$ cat src/rtl/mac_pkg.sv
// Shared definitions for the MAC batch driver.
// Holds the element/batch geometry, the driver FSM state type and the
// lane element type used by the top module and its lane register files.
package mac_pkg;

    // Bits per unsigned operand element.
    localparam int unsigned SIZE  = 6;
    // Operand sets packed into one MAC batch.
    localparam int unsigned SETS  = 16;
    // Result width; matches the MAC out port.
    localparam int unsigned OUT_W = (SIZE << 1) + SETS;
    // Lane index width.
    localparam int unsigned CNT_W = $clog2(SETS);

    typedef enum logic [1:0] {
        LOAD   = 2'd0,
        ISSUE  = 2'd1,
        RESULT = 2'd2
    } mac_drv_state_t;

    typedef logic [SIZE-1:0] mac_elem_t;

endpackage

$ cat src/rtl/mac_lane_reg.sv
// SETS x SIZE register file with a single indexed write port.
// Every lane is visible at once on a packed output, lane k occupying
// bits [(k+1)*SIZE-1 : k*SIZE].
// Ports:
//   clk    in   1           clock, rising edge
//   reset  in   1           synchronous active-high reset, clears all lanes
//   we     in   1           write enable
//   idx    in   CNT_W       lane written when we is high
//   din    in   SIZE        element written into lane idx
//   dout   out  SETS*SIZE   all lanes, packed
module mac_lane_reg
    import mac_pkg::*;
(
    input  logic                 clk,
    input  logic                 reset,
    input  logic                 we,
    input  logic [CNT_W-1:0]     idx,
    input  logic [SIZE-1:0]      din,
    output logic [SETS*SIZE-1:0] dout
);

    mac_elem_t lanes_q [SETS];

    always_ff @(posedge clk) begin
        if (reset) begin
            for (int i = 0; i < SETS; i++) begin
                lanes_q[i] <= '0;
            end
        end else if (we) begin
            lanes_q[idx] <= din;
        end
    end

    for (genvar g = 0; g < SETS; g++) begin : g_pack
        assign dout[g*SIZE +: SIZE] = lanes_q[g];
    end

endmodule

$ cat src/rtl/mac_batch_driver.sv
// Initiator side of the MAC valid/ready operand interface.
// Collects SETS (a,b,c) operand sets from an upstream valid/ready stream,
// presents the packed batch to the dot-product MAC with mac_valid, captures
// the MAC sum when mac_ready is seen and holds it on a valid/ready result
// port until downstream takes it.  FSM: LOAD -> ISSUE -> RESULT -> LOAD.
// Ports:
//   clk        in   1          clock, all state on rising edge
//   reset      in   1          synchronous active-high reset
//   op_valid   in   1          upstream operand set valid
//   op_ready   out  1          operand set accepted this cycle (LOAD only)
//   op_a/b/c   in   SIZE       operand elements
//   mac_valid  out  1          packed batch presented to the MAC (ISSUE)
//   mac_ready  in   1          MAC result available on mac_out
//   mac_a/b/c  out  SETS*SIZE  packed operand vectors
//   mac_out    in   OUT_W      MAC result
//   res_valid  out  1          captured result held (RESULT)
//   res_ready  in   1          downstream accepts result
//   res_data   out  OUT_W      captured MAC result
//   busy       out  1          not idle: outside LOAD or a partial batch held
module mac_batch_driver
    import mac_pkg::*;
(
    input  logic                 clk,
    input  logic                 reset,
    input  logic                 op_valid,
    output logic                 op_ready,
    input  logic [SIZE-1:0]      op_a,
    input  logic [SIZE-1:0]      op_b,
    input  logic [SIZE-1:0]      op_c,
    output logic                 mac_valid,
    input  logic                 mac_ready,
    output logic [SETS*SIZE-1:0] mac_a,
    output logic [SETS*SIZE-1:0] mac_b,
    output logic [SETS*SIZE-1:0] mac_c,
    input  logic [OUT_W-1:0]     mac_out,
    output logic                 res_valid,
    input  logic                 res_ready,
    output logic [OUT_W-1:0]     res_data,
    output logic                 busy
);

    localparam logic [1:0] ST_LOAD   = LOAD;
    localparam logic [1:0] ST_ISSUE  = ISSUE;
    localparam logic [1:0] ST_RESULT = RESULT;

    localparam logic [CNT_W-1:0] LAST_IDX = CNT_W'(SETS - 1);

    logic [1:0]       state_q, state_d;
    logic [CNT_W-1:0] count_q, count_d;
    logic [OUT_W-1:0] res_data_q, res_data_d;
    logic             op_fire;

    assign op_ready  = (state_q == ST_LOAD);
    assign mac_valid = (state_q == ST_ISSUE);
    assign res_valid = (state_q == ST_RESULT);
    assign res_data  = res_data_q;
    assign busy      = (state_q != ST_LOAD) || (count_q != '0);

    assign op_fire = op_valid && op_ready;

    always_comb begin
        state_d    = state_q;
        count_d    = count_q;
        res_data_d = res_data_q;
        case (state_q)
            ST_LOAD: begin
                if (op_fire) begin
                    // Explicit wrap so a non-power-of-two SETS behaves the same.
                    if (count_q == LAST_IDX) begin
                        count_d = '0;
                        state_d = ST_ISSUE;
                    end else begin
                        count_d = count_q + 1'b1;
                    end
                end
            end
            ST_ISSUE: begin
                if (mac_ready) begin
                    res_data_d = mac_out;
                    state_d    = ST_RESULT;
                end
            end
            ST_RESULT: begin
                if (res_ready) begin
                    state_d = ST_LOAD;
                end
            end
            default: begin
                state_d = ST_LOAD;
                count_d = '0;
            end
        endcase
    end

    always_ff @(posedge clk) begin
        if (reset) begin
            state_q    <= ST_LOAD;
            count_q    <= '0;
            res_data_q <= '0;
        end else begin
            state_q    <= state_d;
            count_q    <= count_d;
            res_data_q <= res_data_d;
        end
    end

    // Lanes are only written in LOAD; they are never cleared between batches
    // because a full batch overwrites every lane.
    mac_lane_reg u_lane_a (
        .clk   (clk),
        .reset (reset),
        .we    (op_fire),
        .idx   (count_q),
        .din   (op_a),
        .dout  (mac_a)
    );

    mac_lane_reg u_lane_b (
        .clk   (clk),
        .reset (reset),
        .we    (op_fire),
        .idx   (count_q),
        .din   (op_b),
        .dout  (mac_b)
    );

    mac_lane_reg u_lane_c (
        .clk   (clk),
        .reset (reset),
        .we    (op_fire),
        .idx   (count_q),
        .din   (op_c),
        .dout  (mac_c)
    );

endmodule

$ cat config.mk
export PLATFORM = sky130hd
export DESIGN_NAME = mac_batch_driver
export DESIGN_NICKNAME = d
export VERILOG_FILES = /design/src/rtl/mac_pkg.sv /design/src/rtl/mac_lane_reg.sv /design/src/rtl/mac_batch_driver.sv
export SDC_FILE = /design/constraint.sdc
export NUM_CORES = 1
export LEC_CHECK = 0
export ABC_AREA = 1
export CAP_MARGIN = 20
export CORE_MARGIN = 3
export CORE_UTILIZATION = 40
export DETAILED_ROUTE_END_ITERATION = 8
export GPL_ROUTABILITY_DRIVEN = 1
export GPL_TIMING_DRIVEN = 0
export PLACE_DENSITY = 0.7
export RECOVER_POWER = 50
export SETUP_SLACK_MARGIN = 0.3
export SYNTH_ARGS = -nofsm -noshare
export SYNTH_HDL_FRONTEND = slang
export SYNTH_SLANG_ARGS = --single-unit
$ cat constraint.sdc
create_clock -name clk -period 3.19 [get_ports clk]
set_clock_uncertainty 0.2 [all_clocks]
set_input_delay 0.319 -clock clk [delete_from_list [all_inputs] [get_ports clk]]
set_output_delay 0.319 -clock clk [all_outputs]
set_load 0.1 [all_outputs]
== Word-level counts from Yosys, hierarchy flattened ==
Memory sizes are Yosys's and may differ from the RTL's.
Cells that the tools add are included.

* Latch bits: 0
* Output and inout bits: 320
* Register bits: 34
* Memories: 3
* Bits in writable memories: 288
* Memory bits (read-only): 0
* Input bits: 51

* Reductions and logical operators: 12
* Bitwise gates (word level): 1
* Shift operators: 0
* $lt $le $gt $ge: 0
* Mux-type cells: 22
* Equal/unequal tests: 7
* Div/mod/pow operators: 0
* $mul: 0
* $add $sub $neg: 1

{| class="wikitable"
|+ Memory list
! name !! words !! bits a word !! rd ports !! clocked after Yosys merged registers in !! wr ports !! line !! RTL
|-
| u_lane_a.lanes_q || 16 || 6 || 16 || 0 || 16 || mac_lane_reg.sv:22 || <nowiki>mac_elem_t lanes_q [SETS];</nowiki>
|-
| u_lane_b.lanes_q || 16 || 6 || 16 || 0 || 16 || mac_lane_reg.sv:22 ||
|-
| u_lane_c.lanes_q || 16 || 6 || 16 || 0 || 16 || mac_lane_reg.sv:22 ||
|}

{| class="wikitable"
|+ Operators by type and width
! operator !! number
|-
| 2-to-1 mux 4 bit || 5
|-
| 2-to-1 mux 6 bit || 3
|-
| OR reduction 6 bit || 3
|-
| 2-to-1 mux 1 bit || 8
|-
| 2-to-1 mux 2 bit || 4
|-
| != test 2 x 1 -> 1 bit, second input constant || 4
|-
| case mux 4 bit (2 select lines) || 1
|-
| case mux 2 bit (3 select lines) || 1
|-
| adder 4 x 1 -> 4 bit, second input constant || 1
|-
| == test 4 bit, second input constant || 1
|-
| AND reduction 2 bit || 2
|-
| AND reduction 4 bit || 1
|-
| nonzero test 4 bit || 1
|-
| == test 2 x 1 -> 1 bit, second input constant || 1
|-
| == test 2 bit, second input constant || 1
|-
| logical NOT 2 bit || 1
|-
| nonzero test 2 bit || 1
|-
| OR reduction 2 bit || 1
|-
| logical AND 1 bit || 1
|-
| logical OR 1 bit || 1
|-
| inverter 1 bit || 1
|}

== Longest topological paths before layout ==
* Depth after elaboration: 7
* Gate-level depth with buffers: 8
* Gate-level depth less buffers: 8

== By module ==
From an unflattened synthesis, not the netlist that was laid out.

* Cell total of the unflattened synthesis: 956
* Area total of the unflattened synthesis: 12,664.6 µm²

{| class="wikitable"
|+ By module, submodules not included
! module !! times used !! cells each !! area an instance (µm²) !! seq. area each (µm²)
|-
| mac_lane_reg (u_lane_b ...) || 2 || 255 || 3,699.8 || 2,882.8
|-
| mac_lane_reg (u_lane_a) || 1 || 255 || 3,804.9 || 2,882.8
|-
| mac_batch_driver || 1 || 191 || 1,460.2 || 680.7
|}

== Worst setup path before layout ==
Ideal clock, no wire load.

* Path type: register -> register
* From: register state_q[0]
* To: memory u_lane_a.lanes_q[0][0] in the netlist's numbering, enable pin
* Buffers on the path: 1
* Path slack: 0.124 ns
* Arrival time: 2.491 ns
* Setup time: 0.375 ns
* Required time: 2.615 ns
* Cell stages (with the launch flop): 8
* Cell sequence: dfxtp_1 -> inv_1 -> ha_1 -> nand3_4 -> inv_2 -> nand3_4 -> buf_6 -> nand2_1

{| class="wikitable"
|+ RTL lines
! what !! line !! RTL
|-
| from (decl) || mac_batch_driver.sv:48 || <nowiki>logic [1:0] state_q, state_d;</nowiki>
|-
| from (signal assigned) || mac_batch_driver.sv:101 || <nowiki>state_q <= state_d;</nowiki>
|-
| to (decl) || mac_lane_reg.sv:22 ||
|}

==> results.yml <==
setup_path:
  critPathBufInv: 2
  crit_start: "state_q[0]"
  max_stage_delay_ns: 0.64
  crit_path_end_kind: "flip-flop"
  ff2ff_path_depth: 7
  crit_fanout: 18
  timing.rr.start: "state_q[0]"
  slowest_stage: "nand2_1"
  worstSetupPathType: "reg -> reg"
  required_ns: 3.13
  cp_cell_sequence: "inv_1, ha_1, nand3_4, nor2_4, nand2_2, clkbuf_1, nand2_1"
  crit_family: "simple AND/OR/NAND/NOR gates"
  path_depth: 7
  worstPathArrival_ns: 2.79
  startpoint_type: "flip-flop"
route:
  ant_nets: 0
  wl_per_cell_um: 21.34
  drc: 0
  drt-initial-drc-count: 453
  via_count: 8077
  totalWireLength_um: 35880
  drtPass1Iterations: 5
  via_per_inst: 4.805
grt:
  antenna_found_initial: 0
  grt_max_degree: 19
  grt_pass1_vias: 8032
  grt-ovfl-total: 0
  track_usage_pct: 22.13
  grt_pass1_wl_um: 50920
placed_design:
  hpwl_um: 25780
  gp_congestion: 0.7963
  preCtsSetupSlack_ns: -0.1845
  portBuffers: 370
timing:
  fmax_ghz: 0.3506
  rsz0062_at_grt: "yes"
  finalHoldViolCount: 0
  fin_crit_ns: 2.852
  whs_ns: 0.2250
  maxSlewViolCount: 0
  fin_ws_ns: 0.3376
  finalSetupViolations: 0
  post-route-period-util_pct: 89.42
  worst_pin_slew_ns: 1.157
  relSlewSlack_pct: 23.22
clock_tree:
  ctsHoldBuffers: 0
  cts_htree_levels: 2
  cts_tree: "done"
  cts-root-buf: "clkbuf_16"
  cts_buffers: 34
  cts_max_path_buffers: 3
  insertion_delay_ns: 0.49
  cts_resized: 2
  cts.sinks: 322
  clk_pin_slew_ns: 0.06
  post-cts-setup-buffers: 0
synthesis:
  yosys.area.top_type_share_pct: 73.33
  ys_warn_count: 0
  synth-edff-count: 288
  synth_top_flop_cell: "edfxtp_1"
  async_flop_share_pct: 0
  seq_area_frac_synth_pct: 79.10
  synthTopCellsByArea: "edfxtp_1, nor2_1, dfxtp_1"
  syn_area_sq_um: 11790
  synth_top_area_cell: "edfxtp_1"
  synth_area_per_cell_sq_um: 13.59
  syn_inst: 868
  syn_nets: 927
  yosysUniqueCellTypes: 21
  synth_seq_cells: 322
floorplan:
  rows: 62
  dieArea_sq_um: 31580
  initial_core_util_pct: 40.87
  die_y_um: 177.7
  pin_count: 371
  core-area_sq_um: 28860
  die_width_um: 177.7
finish:
  diodes: 0
  final_layout_size_suffix_gt1_share_pct: 7.016
  num-nets-final: 1334
  area_delta_synth_final_pct: 43.76
  fin_util_pct: 58.75
  n_fill_cell: 2360
power:
  ir_drop_v: 0.0005787
  leakage_nw: 6.646
  power_density_nw_per_um2: 758.3
job:
  maxCapViolCount: 0
worst_hold_path:
  holdPathStages: 2
  hp-start: "reset"
  hold_path_class: "in -> reg"
run_status:
  status: "finished, final reports clean"
==> Yosys cell counts, types with 4 or more instances <==
cell / n
inv_1: 40
nand2_2: 12
nand2_1: 30
nand3_4: 5
nand3_1: 8
o21ai_0: 29
buf_1: 5
nor2_4: 4
dfxtp_1: 34
nor2_1: 343
edfxtp_1: 288
ha_1: 8
clkbuf_1: 22
nor2_2: 14
buf_6: 15
==> power breakdown <==
part	total [mW]	switching, mW	internal (mW)
logic	4.10	3.37	0.728
registers	5.08	0.134	4.95
clock network	3.67	1.57	2.10
total	12.9	5.07	7.78
==> cell type report <==
class                      count  area [sq um]  area share (%)
sequential                   322          9329           55.02
inverter                      42         157.7          0.9298
buffer                        46         279.0           1.646
clock inverter                18         117.6          0.6937
clock buffer                  40         904.6           5.335
timing repair buffer         371          3706           21.86
tap                          384         480.5           2.834
multi-input combinational    458          1981           11.68
==> worst paths after layout <==
path | end | slack [ns]
min | count_q[1] | 0.23
min reg2reg | res_data[4] | 0.28
max reg2reg | u_lane_a.lanes_q[13][5] | 0.34
max | u_lane_a.lanes_q[13][5] | 0.34
==> cells in the final DEF, fill, tap and decap left out, types with 8 or more instances in the layout <==
cell / netlist / final
clkbuf_16: 0 / 35
clkbuf_1: 22 / 30
clkinv_1: 0 / 8
nand3_1: 8 / 8
ha_1: 8 / 8
edfxtp_1: 288 / 288
inv_1: 40 / 40
dlygate4sd3_1: 0 / 143
o21ai_0: 29 / 32
clkdlybuf4s50_1: 0 / 224
nand2_1: 30 / 31
nor2_1: 343 / 352
nand2_2: 12 / 11
buf_6: 15 / 12
dfxtp_1: 34 / 34
==> logic make-up after synthesis <==
group	synth area share, %
AO/OA/AOI/OAI	1.443
adder cells (fa/ha/maj)	0.8488
buffers and inverters	3.893
flip-flops	79.10
AND/OR/NAND/NOR	14.71
==> per-layer routing <==
layer	wire length, um	vias up	GRT usage, %	part of all wire [%]
met5	0	-	0	0
met4	1227	0	7.788	3.4
met3	3707	76	7.253	10
met2	17450	429	37.78	49
met1	13490	3855	26.28	38
li1	-	3717	-	-
==> sequential cells by signal (all words and copies together), names as in the netlist <==
name / flops
res_data: 28
count_q: 4
state_q: 2
u_lane_c.lanes_q: 96
u_lane_b.lanes_q: 96
u_lane_a.lanes_q: 96
==> through the flow <==
stage	area [sq um]	setup TNS (ns)	instances	total power, mW
after floorplan	11800	0	868	8.389
after global placement	15980	-31.52	1622	9.369
after detailed placement	16000	-31.32	1623	9.399
after CTS	17020	0	1681	13.02
after global routing	16960	0	1681	13.26
final	16960	0	1681	12.86
(Power assumes the default switching activity.)
==> RTL edit (same settings) <==
Set the package constant `SIZE` to 12 (it was 6).
--- a/src/rtl/mac_pkg.sv
+++ b/src/rtl/mac_pkg.sv
@@ -6,3 +6,3 @@
     // Bits per unsigned operand element.
-    localparam int unsigned SIZE  = 6;
+    localparam int unsigned SIZE  = 12;
     // Operand sets packed into one MAC batch.
Interface: changed (8 resized); port bits go from 371 to 701. No check against the original RTL was run, so the function may have changed too.
==> RTL edit against the unedited design <==
  * Via count rose by 95%
  * Sequential cell count up 300
  * Total power increased by 87%
  * Wire length is 130% higher
  * Area after synthesis grew 90%
  * Core utilization down 0.46 points
  * Maximum frequency down 1.2%
  * Critical path depth unchanged
  * Sequential share of layout area is 1.5 points higher
  * Setup slack got worse by 0.033 ns
  * Largest power group unchanged
  * Critical endpoint is now u_lane_b.lanes_q[8][6]$_SDFFCE_PN0P_
  * Sequential power is 93% higher
  * Cell count up 86%
  * Highest routed layer is now met5
  * Cell area rose by 90%
==> RTL edit: results (changes against the unedited design) <==
Power and ir drop
  • Worst VDD drop: 0.913 mV (+58%)
  • P_leak: 12.5 nW (+88%)

Cells and area
  • Biggest regs: u_lane_a.lanes_q: 192 flops, u_lane_b.lanes_q: 192 flops, u_lane_c.lanes_q: 192 flops
  • Fin nets: 2423 (+82%)

Clock network
  • Later-pin clock latency in the skew report: 0.57 ns (+0.08 ns)
  • CTS Buf Count: 66 (+94%)

Global routing
  • Gr usage total: 26.9% (+4.7 points)
  • M1 GR Usage: 32.0% (+5.7 points)
  • Initial antenna violation count: 6 (+6)
  • M2 GR Usage: 46.9% (+9.1 points)
  • First-pass GRT wire length: 113000 um (+120%)

STA
  • Min Hold Slack: 0.160 ns (-0.0646 ns)
  • Max Fclk: 0.347 GHz (-1.2%)
  • Worst Tran Pin Value: 1.18 ns (+0.0199 ns)

Drt
  • Initial DRC Count: 1228 (+170%)
  • Met1 WL: 28400 um (+110%)
  • Met2 wire length: 41100 um (+140%)
  • Via count: 15800 (+95%)
  • DRT Wirelength: 81100 um (+130%)

Worst setup path
  • Setup crit end: u_lane_b.lanes_q[8][6]$_SDFFCE_PN0P_
  • Slowest stage cell, crit path: nand2_4
  • Critical Path Fanout Max: 36 (+18)

Synth
  • Post-synth net total: 1653 (+78%)
  • Synth cell count leaders: nor2_1 (661), edfxtp_1 (576), inv_1 (58)
  • Synth area leaders: edfxtp_1 (77%), nor2_1 (11%), dfxtp_1 (4.1%)
  • Post-synth EDFFs: 576 (+100%)
  • Share of the yosys chip area belonging to registers: 81.3% (+2.2 points)
  • Synth unique cells: 18 (-14%)

Outcome
  • Status: finished clean

Placement
  • Detailed Place HPWL: 58400 um (+130%)
  • Placed cell count: 3014 (+86%)
  • Gp weighted congestion: 0.876 (+10%)
  • IO buf count: 700 (+89%)
  • Place WS: -0.375 ns (-0.191 ns)

Min path
  • Worst Min Path Start: mac_out[16]
-- RTL edit: report_power, final --
group          internal (mW)  switching (mW)  total, mW
clock network           4.09            3.14       7.23
logic                   1.20            5.88       7.08
registers               9.55           0.234       9.79
-- RTL edit: cell type report --
type / instances / area [um2] / share of cell area (%)
Antenna cell: 4 / 10.0 / 0.0310
Timing Repair Buffer: 702 / 7030 / 21.8
Inverter: 60 / 225 / 0.699
Tap cell: 748 / 936 / 2.90
Multi-Input combinational cell: 782 / 3330 / 10.3
Buffer: 100 / 470 / 1.46
Clock buffer: 88 / 1810 / 5.60
Clock inverter: 28 / 208 / 0.644
Sequential cell: 622 / 18200 / 56.5
-- RTL edit: logic make-up (layout without fill, tap and decap cells) --
family	count (synthesis)	in the layout	share of synthesized area (%)
simple gates	728	728	12.9
fa+ha+maj	8	8	0.447
buf+inv	160	978	4.31
compound gates	46	46	1.03
other cells	0	4	0
flops	622	622	81.3
